### src/rtl/load_hazard_scoreboard.sv
// Load-use hazard scoreboard for VLIW decode/issue: stalls bundles touching registers whose load data is not yet in the RF.
// Optional stall-cycle performance counter built only when HAZARD_PERF_EN is defined.
module load_hazard_scoreboard #(
  parameter int LOAD_LAT = 2,
  parameter int NUM_REGS = 32
) (
  input  logic                clk,
  input  logic                rst_n,
  input  logic                bundle_valid,
  input  logic [4:0]          ixu1_rs1,
  input  logic [4:0]          ixu1_rs2,
  input  logic [4:0]          ixu2_rs1,
  input  logic [4:0]          ixu2_rs2,
  input  logic [4:0]          lsu_rs1,
  input  logic [4:0]          lsu_rs2,
  input  logic [4:0]          branch_rs1,
  input  logic [4:0]          branch_rs2,
  input  logic [4:0]          ixu1_rd,
  input  logic [4:0]          ixu2_rd,
  input  logic [4:0]          lsu_rd,
  input  logic                lsu_is_load,
  input  logic                pipe_hold,
  input  logic                flush,
  output logic                issue_stall,
  output logic                bundle_issue,
  output logic [NUM_REGS-1:0] pending_mask,
  output logic                waw_err,
  output logic [31:0]         stall_cycles
);

  localparam int CW = (LOAD_LAT < 1) ? 1 : $clog2(LOAD_LAT + 1);
  // The issuing edge is itself the first advancing cycle, so the counter
  // starts one short: LOAD_LAT=2 gives exactly one bubble, LOAD_LAT=1 none.
  localparam logic [CW-1:0] LOAD_INIT = CW'(LOAD_LAT - 1);

  logic [CW-1:0] cnt_q [NUM_REGS];
  logic [CW-1:0] cnt_d [NUM_REGS];
  logic [31:0]   pend_ext;
  logic          load_set;
  logic          waw_hit;
  logic          waw_err_q;

  function automatic logic hit(input logic [31:0] pend, input logic [4:0] a);
    return (a != 5'd0) && pend[a];
  endfunction

  always_comb begin
    pending_mask = '0;
    for (int r = 0; r < NUM_REGS; r++) pending_mask[r] = (cnt_q[r] != '0);
  end

  assign pend_ext = 32'(pending_mask);

  // Reads see pre-bundle state, so a same-bundle load never stalls its own readers.
  assign issue_stall = bundle_valid & (
      hit(pend_ext, ixu1_rs1)   | hit(pend_ext, ixu1_rs2)   |
      hit(pend_ext, ixu2_rs1)   | hit(pend_ext, ixu2_rs2)   |
      hit(pend_ext, lsu_rs1)    | hit(pend_ext, lsu_rs2)    |
      hit(pend_ext, branch_rs1) | hit(pend_ext, branch_rs2) |
      hit(pend_ext, ixu1_rd)    | hit(pend_ext, ixu2_rd)    | hit(pend_ext, lsu_rd));

  assign bundle_issue = bundle_valid & ~issue_stall & ~pipe_hold & ~flush;
  assign load_set     = bundle_issue & lsu_is_load & (lsu_rd != 5'd0);

  assign waw_hit = ((ixu1_rd != 5'd0) && (ixu1_rd == ixu2_rd)) ||
                   ((ixu1_rd != 5'd0) && (ixu1_rd == lsu_rd))  ||
                   ((ixu2_rd != 5'd0) && (ixu2_rd == lsu_rd));

  always_comb begin
    for (int r = 0; r < NUM_REGS; r++) begin
      cnt_d[r] = cnt_q[r];
      if (!pipe_hold && cnt_q[r] != '0) cnt_d[r] = cnt_q[r] - 1'b1;
      if (load_set && lsu_rd == 5'(r)) cnt_d[r] = LOAD_INIT;
    end
    cnt_d[0] = '0;
  end

  always_ff @(posedge clk or negedge rst_n) begin
    if (!rst_n) begin
      for (int r = 0; r < NUM_REGS; r++) cnt_q[r] <= '0;
      waw_err_q <= 1'b0;
    end else begin
      for (int r = 0; r < NUM_REGS; r++) cnt_q[r] <= cnt_d[r];
      if (bundle_issue && waw_hit) waw_err_q <= 1'b1;
    end
  end

  assign waw_err = waw_err_q;

`ifdef HAZARD_PERF_EN
  logic [31:0] stall_cnt_q, stall_cnt_d;

  always_comb begin
    stall_cnt_d = stall_cnt_q;
    if (issue_stall && !pipe_hold && stall_cnt_q != 32'hFFFF_FFFF)
      stall_cnt_d = stall_cnt_q + 32'd1;
  end

  always_ff @(posedge clk or negedge rst_n) begin
    if (!rst_n) stall_cnt_q <= '0;
    else        stall_cnt_q <= stall_cnt_d;
  end

  assign stall_cycles = stall_cnt_q;
`else
  assign stall_cycles = '0;
`endif

endmodule
### config.mk
export PLATFORM = sky130hd
export DESIGN_NAME = load_hazard_scoreboard
export DESIGN_NICKNAME = d
export VERILOG_FILES = /design/src/rtl/load_hazard_scoreboard.sv
export SDC_FILE = /design/constraint.sdc
export NUM_CORES = 1
export LEC_CHECK = 0
export CAP_MARGIN = 20
export CORE_MARGIN = 5
export CORE_UTILIZATION = 59
export DETAILED_ROUTE_END_ITERATION = 8
export GPL_TIMING_DRIVEN = 0
export MAX_ROUTING_LAYER = met4
export PLACE_DENSITY = 0.88
export SLEW_MARGIN = 0
export SYNTH_ARGS = -nofsm -noshare
export SYNTH_HDL_FRONTEND = slang
export SYNTH_SLANG_ARGS = --single-unit
### constraint.sdc
create_clock -name clk -period 5.7 [get_ports clk]
set_input_delay 0.57 -clock clk [delete_from_list [all_inputs] [get_ports clk]]
set_output_delay 0.57 -clock clk [all_outputs]
set_load 0.05 [all_outputs]
==> results.md <==
* Status: finished, violations left
* Violated checks: negative setup slack
* Sequential element share of the synthesized area at 0.2115
* Drt pass-1 iters at 6
* CP Launch Type: flip-flop
* Vias/cell at 6.850
* CP Buf/Inv Count at 5
* Routed WL at 26.86 mm
* PostCTS Resize Cnt at 0
* Nets at 1054
* Combinational share of power at 0.706
* Timing-limited maximum frequency at 173.5 MHz
* Post-place setup slack at 555.2 ps
* Post-synth EDFFs at 0
* DR iter-0 viols at 1442
* Diode count at 0
* CTS sink cnt at 63
* Switching power share of the total at 0.4933
* Num CTS Buffers at 9
* Layout cells sized above 1 at 0.1613
* Post-Synthesis Cells at 845
* CP max FO at 10
* Total number of vias at 7802
* Tmin final at 5765 ps
* Crit-path leading delay family: buffers and inverters
* Syn_area_per_cell at 8.821 um2
* CP Class: flip-flop to primary output
* Arr. time, crit path at 5200 ps
* Filler cells at 990
* Placed insts at 1123
* PortBufs at 72
* Drt wl/cell at 23.59 um
* Reg power frac at 0.173
* # H-tree levels at 3
* Detail Placement HPWL at 18.92 mm
* Worst path required time at 5130 ps
* Clock buffer depth at 2
* Largest net degree at the start of global routing at 40
* Synth area leader: dfrtp_1
* Most common cell in the netlist: inv_1
* Wire length of the first global-routing pass at 40.14 mm
* GP Congestion at 1.012
* Final Max Tran Viols at 0
* Final ANT Viol Nets at 0
* Yosys Warn Count at 0
* Critical path capture point type: primary output
* Count of cell types in the netlist at 61
* Final setup vio count at 1
* Clk_skew at 4.908 ps
* Mapped Area at 7453 um2
* Die Span Y at 122.4 um
* Worst Setup SP: cnt_q[6]$_DFFE_PN0P_
* Multi-input gate area at 4930 um2
* Clock share of power at 0.121
* Ys async rst share at 1.000
* Worst-path clk slew at 50 ps
* Clk_lat worst skew at 330 ps
* Fin worst setup slack at -65.10 ps
* Most frequent cells after synthesis: inv_1 (104), nand2_1 (68), dfrtp_1 (63), nor2_1 (59), mux4_2 (57)
* DR DRC count at 0
* Yosys reg bits at 63
* Worst R2R Start: cnt_q[6]$_DFFE_PN0P_
* Die X at 122.4 um
* Tot Pwr at 4.399 mW
* Final hold violations at 0
* Crit-path cells: inv_1 > ha_1 > clkbuf_1 > mux4_2 > nor3_1 > nor4_1 > o2111ai_1 > a311oi_1 > and3_1 > buf_2 > buf_2 > and3_1 > clkdlybuf4s50_1
* Internal Pwr Total at 2.229 mW
* Core area at 12520 um2
* Initial antenna violation count at 0
* Fin cells at 1139
* Post-Place Cell Area at 8552 um2
* Pleak at 3.871 nW
* Fin util at 0.7069
* CTS tree: done
* FF+latch area at 1577 um2
* Final instance area at 8848 um2
* RSZ-0062 raised after global routing: false
* I/O pin count at 128
* GRT overflow at 0
* Hold Path Class: input port to asynchronous set/reset pin
* PwrDens at 497.1 nW/um2
* Slowest stage cell, crit path: clkdlybuf4s50_1
* Top post-synthesis cells by area: dfrtp_1 (21%), mux4_2 (17%), inv_1 (5.2%)
* Syn-to-layout area delta at 18.72%
* Crit share post-route at 1.011
* Total track usage at 0.3619
* DIE AREA at 14980 um2
* Ys flop type: dfrtp_1
* Vias in the first global route at 7342
* Slew headroom at 0.3725
* CTS root buf: clkbuf_16
* FP Rows at 41
* Slowest stage delay, CP at 800 ps
* # Max-Cap Violations at 0
* Initial Util at 0.5955
* Slew @ Worst Pin at 941.3 ps
* # Post-CTS Setup Buffers at 0
* Hold buffer count at cts at 0
* NetSw at 2.170 mW
* Top cell type's share of synthesized area at 0.2115
* Worst VDD drop at 270.4 uV
==> kinds of logic (layout without fill, tap and decap cells) <==
logic type	count (synthesis)	after routing	share of synthesized area
buffers and inverters	233	323	0.1432
and+or+nand+nor	192	192	0.1212
AOI/OAI and AO/OA	184	184	0.1926
muxes	96	96	0.2261
DFF	63	63	0.2115
xor gates and xnor gates	45	45	0.05288
adders and majority gates	31	31	0.05204
other	1	33	0.0005031
==> area by class of cell <==
type | instances | area share
sequential | 63 | 0.1782
buffer | 127 | 0.07565
clock buffer | 14 | 0.03210
clock inverter | 2 | 0.001414
multi-input combinational | 581 | 0.5571
tap | 172 | 0.02432
timing repair buffer | 74 | 0.08626
inverter | 106 | 0.04497
==> per-stage QoR <==
| step | hold WS (ps) | TNS, ps |
|---|---|---|
| floorplan | 274.4 | 0 |
| global placement | 453.8 | 0 |
| detailed placement | 457.1 | 0 |
| CTS | 202.8 | 0 |
| global route | 206.5 | 0 |
| finish | 200.2 | -65.10 |
==> final timing paths <==
check	to	slack (ps)	depth (start not counted)
max in group asynchronous	cnt_q[13]$_DFFE_PN0P_	5110	3
min	cnt_q[46]$_DFFE_PN0P_	200	2
min reg2reg	waw_err$_DFFE_PN0P_	460	1
min in group clk	waw_err$_DFFE_PN0P_	460	1
max reg2reg	cnt_q[61]$_DFFE_PN0P_	1470	12
max	bundle_issue	-70	13
==> worst register-to-register path, delay by kind of cell (launching register included) <==
kind | cells | cell delay [ps]
flip-flops | 1 | 360
AO/OA/AOI/OAI | 3 | 990
adder cells (fa/ha/maj) | 1 | 240
buffers and inverters | 4 | 1210
multiplexers | 1 | 360
AND/OR/NAND/NOR | 3 | 900
==> placed cells by master, fill, tap and decap left out, types with 26 or more instances in the layout <==
cell type	count
xnor2_1	40
buf_2	26
buf_4	39
conb_1	33
a41o_1	31
mux2i_1	30
mux4_2	57
dfrtp_1	63
ha_1	31
clkbuf_1	53
nand2_1	68
a41oi_1	31
clkdlybuf4s50_1	71
inv_1	104
nor2_1	59
o21ai_0	38
==> layer usage <==
layer	track usage	part of all wire	up-vias
met1	0.4252	0.34	3618
met2	0.5496	0.44	720
met5	-	0	-
li1	-	-	3268
met4	0.2498	0.080	0
met3	0.08618	0.14	196
==> registers in the layout (all words and copies together), names as in the netlist <==
name / flops
cnt_q: 62
waw_err: 1
==> power by group through the flow <==
stage	Combinational, mW	Sequential [mW]	Clock, mW
2_1_floorplan	2.11	0.740	0
3_3_place_gp	2.86	0.749	0
3_5_place_dp	2.96	0.760	0
4_1_cts	3.00	0.758	0.533
5_1_grt	3.26	0.781	0.553
6_report	3.10	0.763	0.531
(Power assumes the default switching activity.)
